==> config.mk <==
export PLATFORM = sky130hd
export DESIGN_NAME = mux_scan_ctrl_flat
export DESIGN_NICKNAME = d
export VERILOG_FILES = /design/src/rtl/mux_scan_ctrl_if.sv /design/src/rtl/mux_scan_ctrl.sv /design/src/flat_wrapper.sv
export SDC_FILE = /design/constraint.sdc
export NUM_CORES = 1
export LEC_CHECK = 0
export CORE_ASPECT_RATIO = 1.1
export CORE_MARGIN = 2
export CORE_UTILIZATION = 49
export DETAILED_ROUTE_END_ITERATION = 10
export PLACE_DENSITY_LB_ADDON = 0.08
export SLEW_MARGIN = 10
export SYNTH_ARGS = -nofsm -noshare
export SYNTH_HDL_FRONTEND = slang
export SYNTH_SLANG_ARGS = --single-unit
==> constraint.sdc <==
create_clock -name clk -period 1.82 [get_ports clk]
set_input_delay 0.364 -clock clk [delete_from_list [all_inputs] [get_ports clk]]
set_output_delay 0.364 -clock clk [all_outputs]
set_load 0.1 [all_outputs]
==> src/rtl/mux_scan_ctrl_if.sv <==
// Handshake and mux-path bundle for the mux scan controller.
// The slave modport is the controller side. The master modport is the
// requester side, which also models the 16:1 mux that drives y_in.
interface mux_scan_ctrl_if;
  logic        start;
  logic        cont;
  logic        y_in;
  logic [3:0]  sel;
  logic        busy;
  logic        done;
  logic [15:0] data_out;

  modport master (
    output start, cont, y_in,
    input  sel, busy, done, data_out
  );

  modport slave (
    input  start, cont, y_in,
    output sel, busy, done, data_out
  );
endinterface

==> src/rtl/mux_scan_ctrl.sv <==
// Scan sequencer for a 16:1 data mux.
// It walks the select codes 0..15 and holds each code for SETTLE+1 cycles.
// On the last cycle of each window it captures y_in into shadow bit [15-sel].
// When a scan completes, the whole snapshot is published to data_out in one
// step, together with a one-cycle done pulse.
module mux_scan_ctrl #(
  parameter int unsigned SETTLE = 1
) (
  input  logic            clk,
  input  logic            rst_n,
  mux_scan_ctrl_if.slave  bus
);

  typedef enum logic [0:0] {
    ST_IDLE = 1'b0,
    ST_SCAN = 1'b1
  } state_t;

  localparam logic [3:0] LP_SETTLE = 4'(SETTLE);

  state_t      r_state;
  logic [3:0]  r_cnt;
  logic [3:0]  r_sel;
  logic [15:0] r_shadow;
  logic [15:0] r_data;
  logic        r_busy;
  logic        r_done;

  logic        w_sample;
  logic        w_last;
  logic [15:0] w_shadow_next;

  assign w_sample = (r_cnt == LP_SETTLE);
  assign w_last   = (r_sel == 4'd15);

  // Shadow image with the current mux output merged in.
  // Select k routes d[15-k], so bit 15-sel receives y_in.
  always_comb begin
    w_shadow_next = r_shadow;
    w_shadow_next[4'd15 - r_sel] = bus.y_in;
  end

  // Scan state machine. All outputs are registered here.
  always_ff @(posedge clk or negedge rst_n) begin
    if (!rst_n) begin
      r_state  <= ST_IDLE;
      r_cnt    <= 4'd0;
      r_sel    <= 4'd0;
      r_shadow <= 16'h0000;
      r_data   <= 16'h0000;
      r_busy   <= 1'b0;
      r_done   <= 1'b0;
    end else begin
      r_done <= 1'b0;
      case (r_state)
        ST_IDLE: begin
          r_sel  <= 4'd0;
          r_cnt  <= 4'd0;
          r_busy <= 1'b0;
          if (bus.start) begin
            r_state  <= ST_SCAN;
            r_busy   <= 1'b1;
            r_shadow <= 16'h0000;
          end else begin
            r_state <= ST_IDLE;
          end
        end
        ST_SCAN: begin
          if (w_sample) begin
            r_cnt <= 4'd0;
            if (w_last) begin
              // Final sample: publish the whole snapshot in one step.
              r_data   <= w_shadow_next;
              r_done   <= 1'b1;
              r_sel    <= 4'd0;
              r_shadow <= 16'h0000;
              if (bus.cont) begin
                r_state <= ST_SCAN;
                r_busy  <= 1'b1;
              end else begin
                r_state <= ST_IDLE;
                r_busy  <= 1'b0;
              end
            end else begin
              r_shadow <= w_shadow_next;
              r_sel    <= r_sel + 4'd1;
            end
          end else begin
            r_cnt <= r_cnt + 4'd1;
          end
        end
        default: begin
          r_state  <= ST_IDLE;
          r_cnt    <= 4'd0;
          r_sel    <= 4'd0;
          r_shadow <= 16'h0000;
          r_busy   <= 1'b0;
        end
      endcase
    end
  end

  assign bus.sel      = r_sel;
  assign bus.busy     = r_busy;
  assign bus.done     = r_done;
  assign bus.data_out = r_data;

endmodule

==> src/flat_wrapper.sv <==
// flat-port wrapper written by rule: the top's interface ports become plain ports
module mux_scan_ctrl_flat 
#(
  parameter int unsigned SETTLE = 1
)
  (clk, rst_n, bus_start, bus_cont, bus_y_in, bus_sel, bus_busy, bus_done, bus_data_out);
  mux_scan_ctrl_if bus_i ();
  input  logic clk;
  input  logic rst_n;
  input wire logic [$bits(bus_i.start)-1:0] bus_start;
  input wire logic [$bits(bus_i.cont)-1:0] bus_cont;
  input wire logic [$bits(bus_i.y_in)-1:0] bus_y_in;
  output wire logic [$bits(bus_i.sel)-1:0] bus_sel;
  output wire logic [$bits(bus_i.busy)-1:0] bus_busy;
  output wire logic [$bits(bus_i.done)-1:0] bus_done;
  output wire logic [$bits(bus_i.data_out)-1:0] bus_data_out;
  assign bus_i.start = bus_start;
  assign bus_i.cont = bus_cont;
  assign bus_i.y_in = bus_y_in;
  assign bus_sel = bus_i.sel;
  assign bus_busy = bus_i.busy;
  assign bus_done = bus_i.done;
  assign bus_data_out = bus_i.data_out;
  mux_scan_ctrl #(.SETTLE(SETTLE)) u_core (.clk(clk), .rst_n(rst_n), .bus(bus_i));
endmodule
# Word level (Yosys, flattened, before mapping)

Cells that the tools add are included.

Add/sub/neg operators: 3
$mul: 0
Divide/modulo/power cells: 0
Magnitude comparators: 2
Equality and inequality tests: 5
Shift-type cells: 0
Multiplexer cells: 23
Bitwise gates (word level): 1
Reductions and logical operators: 4

Operators by type and width:

| operator                                                               | count |
|---|---|
| 16-bit 2-to-1 mux                                                      | 3 |
| 16-bit one-hot mux with 2 select lines                                 | 1 |
| 16-bit bitwise mux                                                     | 1 |
| 4-bit one-hot mux with 2 select lines                                  | 2 |
| 4-bit 2-to-1 mux                                                       | 3 |
| 1-bit 2-to-1 mux                                                       | 10 |
| 4-bit by 1-bit adder with 4-bit output (second input constant)         | 2 |
| 2-bit inequality test (second input constant)                          | 3 |
| 4-bit by 5-bit < comparator with 1-bit output (second input constant)  | 1 |
| 1-bit demux with 4-bit select                                          | 1 |
| 4-bit by 1-bit == test with 1-bit output (second input constant)       | 1 |
| 4-bit == test (second input constant)                                  | 1 |
| 4-bit by 1-bit >= comparator with 1-bit output (second input constant) | 1 |
| 1-bit one-hot mux with 2 select lines                                  | 2 |
| 2-bit AND reduction                                                    | 2 |
| 4-bit subtractor (first input constant)                                | 1 |
| 3-bit AND reduction                                                    | 1 |
| 1-bit logical AND                                                      | 1 |
| 1-bit NOT                                                              | 1 |

Register bits after elaboration: 43
Latch bits: 0
Memory bits (writable): 0
ROM bits: 0
Output and inout port bits: 22
Logic and storage cells: 45
Memories: 0

# Logic depth before layout (Yosys ltp)

Gate-level depths: netlist of run 1.

Depth after elaboration: 9
Depth in mapped cells: 6

# Worst setup path before layout of run 1

OpenSTA, ideal clock, no wires.

Path type: register -> register
Start: reg u_core.r_sel[1] (netlist: u_core.bus.sel[1])
End: reg u_core.r_data[10] (netlist: u_core.bus.data_out[10])
Arrival time: 2.246 ns
Required time: 1.741 ns
Slack: -0.505 ns
Cell stages (with the launch flop): 7
Buffers on the path: 2
Cell sequence: dfrtp_1 > ha_1 > and3_1 > clkbuf_1 > clkbuf_1 > a31oi_1 > a21oi_1

Cells in the longest elaborated chain, start to end: 6
Elaborated cells on any way between the ends: 9
Classes of those cells: add/sub (1); order compare (2); eq/ne (1); mux (3); reduce/logical (2)

RTL lines:

| item                                                                                                                                         | RTL line            | source |
|---|---|---|
| start: declaration                                                                                                                           | mux_scan_ctrl.sv:23 | `logic [3:0] r_sel;` |
| start signal: assignment                                                                                                                     | mux_scan_ctrl.sv:86 | `r_sel <= r_sel + 4'd1;` |
| 4-bit subtractor                                                                                                                             | mux_scan_ctrl.sv:40 | `w_shadow_next[4'd15 - r_sel] = bus.y_in;` |
| 4-bit by 5-bit < comparator with 1-bit output (not written as such) / 4-bit by 1-bit >= comparator with 1-bit output (equally long branches) | mux_scan_ctrl.sv:40 |  |
| 1-bit logical AND (not written as such)                                                                                                      | mux_scan_ctrl.sv:40 |  |
| 1-bit 2-to-1 mux (not written as such)                                                                                                       | mux_scan_ctrl.sv:40 |  |
| 1-bit demux with 4-bit select                                                                                                                | -                   |  |
| 16-bit bitwise mux                                                                                                                           | mux_scan_ctrl.sv:40 |  |
| end signal: assignment                                                                                                                       | mux_scan_ctrl.sv:73 | `r_data <= w_shadow_next;` |
| end: declaration                                                                                                                             | mux_scan_ctrl.sv:25 | `logic [15:0] r_data;` |

Several ways; a longest one is shown, not always the timed one.
A chain may end at the register's enable or synchronous reset.

# Worst setup path after layout of run 1

Start: reg u_core.r_cnt[1]
End: reg u_core.r_data[0] (netlist: u_core.bus.data_out[0])

Cells in the longest elaborated chain, start to end: 2

RTL lines:

| item                                     | RTL line            | source |
|---|---|---|
| start: declaration                       | mux_scan_ctrl.sv:22 | `logic [3:0] r_cnt;` |
| start signal: assignment                 | mux_scan_ctrl.sv:89 | `r_cnt <= r_cnt + 4'd1;` |
| 4-bit by 1-bit == test with 1-bit output | mux_scan_ctrl.sv:33 | `assign w_sample = (r_cnt == LP_SETTLE);` |
| 3-bit AND reduction (no line)            | -                   |  |

No other way between the ends.

==> results of run 1 <==
-- worst register-to-register path, stage by stage, from the launching register on --
cell and delay, ns:
dfrtp_1 0.46, or4b_1 0.61, nor3_4 0.25, mux2_4 0.32
-- per-layer routing --
| layer | up-vias | share of wire |
|---|---|---|
| li1 | 723 | - |
| met1 | 813 | 0.43 |
| met2 | 53 | 0.50 |
| met3 | 6 | 0.059 |
| met4 | 0 | 0.012 |
| met5 | - | 0 |
-- power by group through the flow --
stage	Sequential, mW	Clock (mW)	Combinational [mW]
finish	1.45	0.567	1.59
global route	1.49	0.624	1.70
global placement	1.44	0	1.54
CTS	1.44	0.579	1.59
detailed placement	1.45	0	1.58
floorplan	1.74	0	0.731
-- layout make-up --
class,instances,area (µm²)
clock buffer,5,68.8
clock inverter,2,10.0
fill,316,1270
inverter,3,11.3
multi-input combinational,119,891
sequential,42,1060
tap,52,65.1
timing repair buffer,39,589
-- state kept, by name, summed over array words and instances (netlist names) --
register	cells
u_core.r_state	1
u_core.bus.data_out	16
u_core.bus.sel	4
u_core.bus.busy	1
u_core.r_cnt	4
u_core.r_shadow	15
u_core.bus.done	1
-- metrics by stage --
step	instance area [µm²]	hold WS, ns
finish	2700	0.0394
floorplan	2030	0.0684
CTS	2690	0.0507
global placement	2610	0.356
global route	2700	0.0725
detailed placement	2610	0.367
-- synthesized netlist by cell type (all sizes together), types with 2 or more instances --
library cell / count / area share
nor4b: 2 / 0.016
a21oi: 18 / 0.045
nand3: 9 / 0.022
o2bb2ai: 15 / 0.065
mux2i: 15 / 0.074
nor3: 3 / 0.013
dfrtp: 42 / 0.52
nor2: 5 / 0.0093
a31oi: 16 / 0.050
nor3b: 4 / 0.015
inv: 2 / 0.0037
o21ai: 2 / 0.0050
clkbuf: 15 / 0.028
xor2: 2 / 0.0087
buf: 2 / 0.0081
ha: 5 / 0.031
nand2: 5 / 0.0093
and3: 2 / 0.0062
nand3b: 8 / 0.030
-- worst max-delay path by stage --
stage | from | endpoint | depth (start not counted)
after CTS | u_core.r_cnt[1] | u_core.bus.data_out[8] | 4
after floorplan | u_core.r_cnt[1] | u_core.bus.data_out[0] | 4
final | u_core.r_cnt[1] | u_core.bus.data_out[0] | 3
after global placement | bus_start | u_core.r_shadow[14] | 4
after global routing | u_core.bus.sel[0] | u_core.r_shadow[13] | 5
after detailed placement | bus_start | u_core.r_shadow[15] | 4
-- cell families after synthesis --
family,count (synthesis),synth area share
fa+ha+maj,5,0.0310
xor+xnor,3,0.0130
flops,42,0.521
buf+inv,20,0.0416
mux,16,0.0819
compound gates,55,0.182
simple gates,40,0.129
-- what timing repair did --
item	CTS	global route
resized for setup	1	2
pin swaps	0	0
endpoints found under the setup margin	1	13
==> results_dict.tcl, run 1 <==
set metrics [dict create \
    p_leak_nw 1.17 \
    cts_max_level 2 \
    syn_inst 181 \
    status "complete, no violations" \
    seqPwrFrac 0.402 \
    die_w_um 65.2 \
    drt_iter0_markers 87 \
    io_pins 27 \
    power_density_nw_per_um2 1340 \
    std_cell_rows 24 \
    synth_nets 191 \
    grt-busiest-layer "met2" \
    setup_viol 0 \
    cts.hold.buffers_added 0 \
    final_cell_count_no_fill 262 \
    via_count 1595 \
    wirelength_mm 4.63 \
    maxSlewHeadroom 0.500 \
    max_stage_delay_ns 0.61 \
    switchingPower_mw 1.52 \
    grt_overflow 0 \
    fin_ws_ns 0.0727 \
    crit_buf_inv 0 \
    ys_warn_count 0 \
    clkSinkCount 42 \
    met1_usage 0.309 \
    grtUsageTotal 0.221 \
    r2r_cells 3 \
    cts_root_buf "clkbuf_8" \
    fin_nets 220 \
    skew_ns 0.00596 \
    cts_tree "done" \
    fmax_ghz 0.572 \
    clkTransAtPathRegs_ns 0.08 \
    io_buffers 26 \
    dr.pass1.iters 4 \
    wl_per_cell_um 17.7 \
    crit_chain "or4b_1 > nor3_4 > mux2_4" \
    path_delay_family "simple AND/OR/NAND/NOR gates" \
    dieArea_um2 4650 \
    clkPwrFrac 0.157 \
    ant_nets 0 \
    die_h_um 71.3 \
    clk_latency_ns 0.29 \
    p_comb_frac 0.441 \
    hpwl_mm 3.35 \
    crit_type "flip-flop to flip-flop" \
    place.gp.congestion 0.828 \
    finalCritPeriodShare 0.960 \
    diodes 0 \
    final_layout_size_suffix_gt1_frac 0.252 \
    worst_pin_slew_ns 0.746 \
    reg2reg_slack_ns 0.07 \
    intPower_mw 2.08 \
    clockBufferDepth 2 \
    syn_to_final_growth_pct 33.7 \
    synth.avg_cell_area_um2 11.1 \
    use_met2 0.350 \
    cp_data_required_time_ns 2.00 \
    final_hold_viol_count 0 \
    numCtsBuffers 5 \
    grt_max_degree 23 \
    worstPathMaxFanout 5 \
    most-common-layout-cells "dfrtp_1 (38), buf_12 (23), a21oi_1 (18), a31oi_1 (16)" \
    via_per_inst 6.09 \
    finalSetupTns_ns 0 \
    ir_drop_mv 0.645 \
    core_um2 3960 \
    crit_path_end_kind "flip-flop" \
    synth-async-reset-ratio 1.00 \
    total_power_mw 3.61 \
    start_util 0.509 \
    grt_pass1_wl_mm 7.81 \
    netlist_area_um2 2020 \
    synth_flop_cell "dfrtp_1" \
    finalCriticalPeriod_ns 1.75 \
    antenna_found_initial 0 \
    utilization 0.680 \
    dp_slack_ns -0.298 \
    dp_cells 255 \
    arrival_ns 1.93 \
    rsz0062_at_grt "no" \
    slowest_stage "or4b_1" \
    min_path_type "primary input to async pin" \
    drc_errors 0 \
    reg2reg_from "u_core.r_cnt[1]" \
    synth-seq-cells 42 \
    grtUsageMet3 0.0518 \
    synth_edf_count 0 \
    postCtsSetupBuffers 0 \
    first_global_vias 1560 \
    ys_seq_area_frac 0.521 \
    start_kind "flip-flop" \
    r2r-end "u_core.bus.data_out[0]" \
    mostFrequentLayoutCell "dfrtp_1" \
    synthDistinctLibCells 31 \
    swShare 0.423 \
    cap_violations 0 \
    drv_slew 0 \
]
Power figures use the tool's default switching activity.
==> inputs of run 2 (changes only) <==
--- a/config.mk
+++ b/config.mk
@@ -7,7 +7,8 @@
 export LEC_CHECK = 0
 export CORE_ASPECT_RATIO = 1.1
 export CORE_MARGIN = 2
-export CORE_UTILIZATION = 49
+export CORE_UTILIZATION = 58
+export CTS_CLUSTER_SIZE = 24
 export DETAILED_ROUTE_END_ITERATION = 10
 export PLACE_DENSITY_LB_ADDON = 0.08
 export SLEW_MARGIN = 10
==> constraint.sdc (replaced) <==
create_clock -name clk -period 2.05 [get_ports clk]
set_input_delay 0.41 -clock clk [delete_from_list [all_inputs] [get_ports clk]]
set_output_delay 0.41 -clock clk [all_outputs]
set_load 0.1 [all_outputs]
==> run 2 against run 1 <==
Against the previous run: sequential cell count unchanged; combinational power down 22%; sequential power down 9.7%; highest routed layer unchanged; clock-buffer cell count rose by 3; clock power down 30%.
==> results_dict.tcl, run 2 (synthesized netlist as in run 1, its figures left out) <==
set metrics [dict create \
    status "complete, no violations" \
    place.gp.congestion 0.789 \
    dp_slack_ns -0.0775 \
    final_cell_area_um2 2370 \
    reg2reg_slack_ns 0.13 \
    wirelength_mm 4.42 \
    die_h_um 65.9 \
    slowest_stage "or4b_1" \
    arrival_ns 2.15 \
    reg2reg_from "u_core.r_cnt[1]" \
    utilization 0.713 \
    wl_per_cell_um 17.3 \
    numCtsBuffers 5 \
    grt_overflow 0 \
    cp_data_required_time_ns 2.28 \
    crit_type "flip-flop to flip-flop" \
    place_area_um2 2310 \
    fmax_ghz 0.520 \
    cts_max_level 2 \
    post_cts_resized 0 \
    crit_buf_inv 1 \
    cap_violations 0 \
    io_buffers 26 \
    hpwl_mm 3.08 \
    via_per_inst 5.99 \
    finalCritPeriodShare 0.939 \
    start_kind "flip-flop" \
    worstPathMaxFanout 15 \
    cts_root_buf "clkbuf_4" \
    final_layout_size_suffix_gt1_frac 0.216 \
    grtUsageMet3 0.0568 \
    min_path_type "flip-flop to flip-flop" \
    clk_latency_ns 0.36 \
    worst_pin_slew_ns 1.19 \
    rsz0062_at_grt "no" \
    max_stage_delay_ns 0.68 \
    syn_to_final_growth_pct 17.7 \
    core_um2 3330 \
    drc_errors 0 \
    io_pins 27 \
    crit_chain "or4b_1 > nor3_4 > buf_4 > a21oi_1" \
    worst-path-stages 4 \
    dieArea_um2 3970 \
    hold_path_depth 1 \
    start_util 0.606 \
    r2r-end "u_core.bus.data_out[5]" \
    dr.pass1.iters 4 \
    r2r_cells 4 \
    final_hold_viol_count 0 \
    ir_drop_mv 0.691 \
    use_met2 0.378 \
    die_w_um 60.2 \
    grt-busiest-layer "met2" \
    setup_viol 0 \
    worstSetupEndpoint "u_core.bus.data_out[5]" \
    power_density_nw_per_um2 1240 \
    met1_usage 0.364 \
    clockBufferDepth 2 \
    clkSinkCount 42 \
    p_leak_nw 1.01 \
    largest_reg_flops 16 \
    path_delay_family "simple AND/OR/NAND/NOR gates" \
    mostFrequentLayoutCell "dfrtp_1" \
    ant_nets 0 \
    finalCriticalPeriod_ns 1.92 \
    grt_max_degree 43 \
    cts_tree "done" \
    grtUsageTotal 0.263 \
    drv_slew 0 \
    first_global_vias 1624 \
    postCtsSetupBuffers 0 \
    std_cell_rows 22 \
    worstSetupStartpoint "u_core.r_cnt[1]" \
    drt_iter0_markers 61 \
    most-common-layout-cells "dfrtp_1 (38), buf_4 (28), a21oi_1 (18), a31oi_1 (16)" \
    diodes 0 \
    maxSlewHeadroom 0.206 \
    via_count 1534 \
    antenna_found_initial 0 \
    fin_nets 217 \
    skew_ns 0.0178 \
    crit_path_end_kind "flip-flop" \
    fin_ws_ns 0.126 \
    clkTransAtPathRegs_ns 0.13 \
    grt_pass1_wl_mm 7.62 \
]
run 2: cell count changes in the layout (fill, tap and decap cells not counted), sizes merged:
cell	before	now
clkinv	3	1
dlygate4sd3	0	1
clkbuf	5	8
buf	36	32
run 2: report_power, final:
group	leakage, nW	total [mW]	switching, mW	internal, mW
logic	0.516	1.24	0.779	0.465
clock network	0.0265	0.397	0.260	0.137
registers	0.473	1.31	0.283	1.03
run 2: worst min-delay path by stage:
stage,to,slack [ns],from
6_report,u_core.r_shadow[5],0.51,u_core.r_shadow[5]
5_1_grt,u_core.r_cnt[2],0.53,rst_n
2_1_floorplan,u_core.bus.busy,0.11,rst_n
3_5_place_dp,u_core.r_cnt[2],0.40,rst_n
4_1_cts,u_core.r_shadow[8],0.51,u_core.r_shadow[8]
3_3_place_gp,u_core.r_cnt[2],0.39,rst_n
run 2: what timing repair did:
item	in CTS	in global routing
hold buffers	1	0
setup endpoints to repair	0	0
endpoints found under the hold margin	9	0
run 2: area by class of cell:
type | count | area [µm²]
Clock buffer | 8 | 48.8
Fill cell | 259 | 957
Tap cell | 48 | 60.1
Multi-Input combinational cell | 119 | 882
Timing Repair Buffer | 36 | 315
Inverter | 3 | 11.3
Sequential cell | 42 | 1060
run 2: through the flow:
stage	cells	power [mW]	setup TNS [ns]	hold WS (ns)
2_1_floorplan	181	2.19	0	0.114
3_3_place_gp	247	2.49	0	0.392
3_5_place_dp	247	2.56	-0.799	0.399
4_1_cts	256	2.95	0	0.511
5_1_grt	256	3.13	0	0.528
6_report	256	2.95	0	0.514
run 2: per-layer routing:
metal / part of all wire / vias up / wire length [µm]
met4: 0.033 / 0 / 145
met2: 0.48 / 29 / 2110
li1: - / 722 / -
met5: 0 / - / 0
met3: 0.032 / 14 / 141
met1: 0.46 / 769 / 2020
==> inputs of run 3 (changes only) <==
--- a/config.mk
+++ b/config.mk
@@ -7,10 +7,11 @@
 export LEC_CHECK = 0
 export CORE_ASPECT_RATIO = 1.1
 export CORE_MARGIN = 2
-export CORE_UTILIZATION = 58
+export CORE_UTILIZATION = 65
 export CTS_CLUSTER_SIZE = 24
 export DETAILED_ROUTE_END_ITERATION = 10
-export PLACE_DENSITY_LB_ADDON = 0.08
+export DONT_BUFFER_PORTS = 1
+export PLACE_DENSITY = 0.81
 export SLEW_MARGIN = 10
 export SYNTH_ARGS = -nofsm -noshare
 export SYNTH_HDL_FRONTEND = slang
==> run 3 against run 2 <==
Against the previous run: worst hold slack worse by 0.32 ns; largest power group unchanged; core utilization rose by 5.0 points; cell area down 3.8%.
==> results_dict.tcl, run 3 (synthesized netlist as in run 1, its figures left out) <==
set metrics [dict create \
    maxSlewHeadroom 0.385 \
    drv_slew 0 \
    max_stage_delay_ns 0.68 \
    hpwl_mm 3.05 \
    core_um2 3000 \
    numCtsBuffers 5 \
    cts_tree "done" \
    skew_ns 0.0171 \
    drt_iter0_markers 74 \
    setup_viol 0 \
    grt_max_degree 43 \
    final_layout_size_suffix_gt1_frac 0.224 \
    syn_to_final_growth_pct 13.2 \
    worstSetupEndpoint "u_core.bus.data_out[14]" \
    crit_type "flip-flop to flip-flop" \
    finalSetupTns_ns 0 \
    io_pins 27 \
    rsz0062_at_grt "no" \
    die_w_um 57.1 \
    grtUsageTotal 0.276 \
    r2r-end "u_core.bus.data_out[14]" \
    p_leak_nw 0.988 \
    cts.hold.buffers_added 2 \
    grt_pass1_wl_mm 7.45 \
    timing.hold.ws_ns 0.190 \
    postCtsSetupBuffers 0 \
    cts_root_buf "clkbuf_4" \
    cts_max_level 2 \
    clkTransAtPathRegs_ns 0.13 \
    reg2reg_from "u_core.r_cnt[1]" \
    mostFrequentLayoutCell "dfrtp_1" \
    post_cts_resized 0 \
    worst-path-stages 4 \
    std_cell_rows 21 \
    fmax_ghz 0.537 \
    place.gp.congestion 0.817 \
    arrival_ns 2.09 \
    path_delay_family "simple AND/OR/NAND/NOR gates" \
    reg2reg_slack_ns 0.19 \
    drc_errors 0 \
    worstPathMaxFanout 15 \
    io_buffers 0 \
    most-common-layout-cells "dfrtp_1 (38), buf_4 (28), a21oi_1 (18), a31oi_1 (16)" \
    largest_reg_flops 16 \
    crit_chain "or4b_1 > nor3_4 > buf_4 > a21oi_1" \
    finalCritPeriodShare 0.908 \
    cp_data_required_time_ns 2.28 \
    crit_buf_inv 1 \
    status "complete, no violations" \
    total_power_mw 2.88 \
    start_util 0.673 \
    finalCriticalPeriod_ns 1.86 \
    clkSinkCount 42 \
    via_count 1503 \
    worstSetupStartpoint "u_core.r_cnt[1]" \
    worst_pin_slew_ns 0.923 \
    dieArea_um2 3570 \
    dr.pass1.iters 4 \
    grt_overflow 0 \
    power_density_nw_per_um2 1260 \
    crit_path_end_kind "flip-flop" \
    clockBufferDepth 2 \
    diodes 0 \
    antenna_found_initial 0 \
    slowest_stage "or4b_1" \
    wirelength_mm 4.42 \
    clk_latency_ns 0.36 \
    first_global_vias 1572 \
    die_h_um 62.4 \
    ant_nets 0 \
    cap_violations 0 \
    via_per_inst 6.40 \
    final_hold_viol_count 0 \
    wl_per_cell_um 18.8 \
    utilization 0.762 \
    fin_nets 211 \
    ir_drop_mv 1.06 \
    min_path_type "primary input to flip-flop" \
    start_kind "flip-flop" \
    r2r_cells 4 \
]
## run 3: cell count changes in the layout (fill, tap and decap cells not counted)
| cell | change |
|---|---|
| buf_12 | -2 |
| a21boi_1 | -1 |
| clkdlybuf4s50_1 | -3 |
| a21boi_2 | +1 |
| clkbuf_1 | -3 |
| buf_2 | -1 |
| clkinv_2 | +2 |
## run 3: metrics by stage
step                      cell area, µm²  cells  setup slack (ns)
final                               2280    235             0.189
after global routing                2280    235             0.142
after detailed placement            2200    226             0.232
after floorplan                     2020    181            0.0525
after CTS                           2280    235             0.213
after global placement              2200    226             0.311
## run 3: final cells by class
cell class | instances | area, µm²
flip-flops and latches | 42 | 1060
multi-input cells | 119 | 886
fillers | 200 | 712
repair buffers | 30 | 240
well taps | 34 | 42.5
clock buffers | 5 | 37.5
inverters | 3 | 11.3
clock inverters | 2 | 10.0
## run 3: power breakdown
part           internal (mW)  switching (mW)
Clock                  0.123           0.258
Sequential              1.03           0.263
Combinational          0.412           0.793
## run 3: metal layers
layer / global-route usage / wire (µm) / vias to the layer above
met5: 0 / 0 / -
met3: 0.0559 / 179 / 9
li1: - / - / 712
met4: 0.148 / 87 / 0
met2: 0.431 / 2240 / 43
met1: 0.362 / 1910 / 739
## run 3: worst min-delay path by stage
stage | startpoint | to | slack (ns) | cells after the start
6_report | bus_start | u_core.r_state | 0.19 | 1
5_1_grt | bus_start | u_core.r_state | 0.18 | 1
3_5_place_dp | rst_n | u_core.bus.sel[2] | 0.12 | 0
4_1_cts | bus_start | u_core.r_state | 0.19 | 1
3_3_place_gp | rst_n | u_core.bus.sel[2] | 0.12 | 0
2_1_floorplan | rst_n | u_core.bus.busy | 0.11 | 0
## run 3: worst register-to-register path: stages, from the launching register on
cell,delay [ns]
dfrtp_1,0.48
or4b_1,0.68
nor3_4,0.24
buf_4,0.24
a21oi_1,0.10
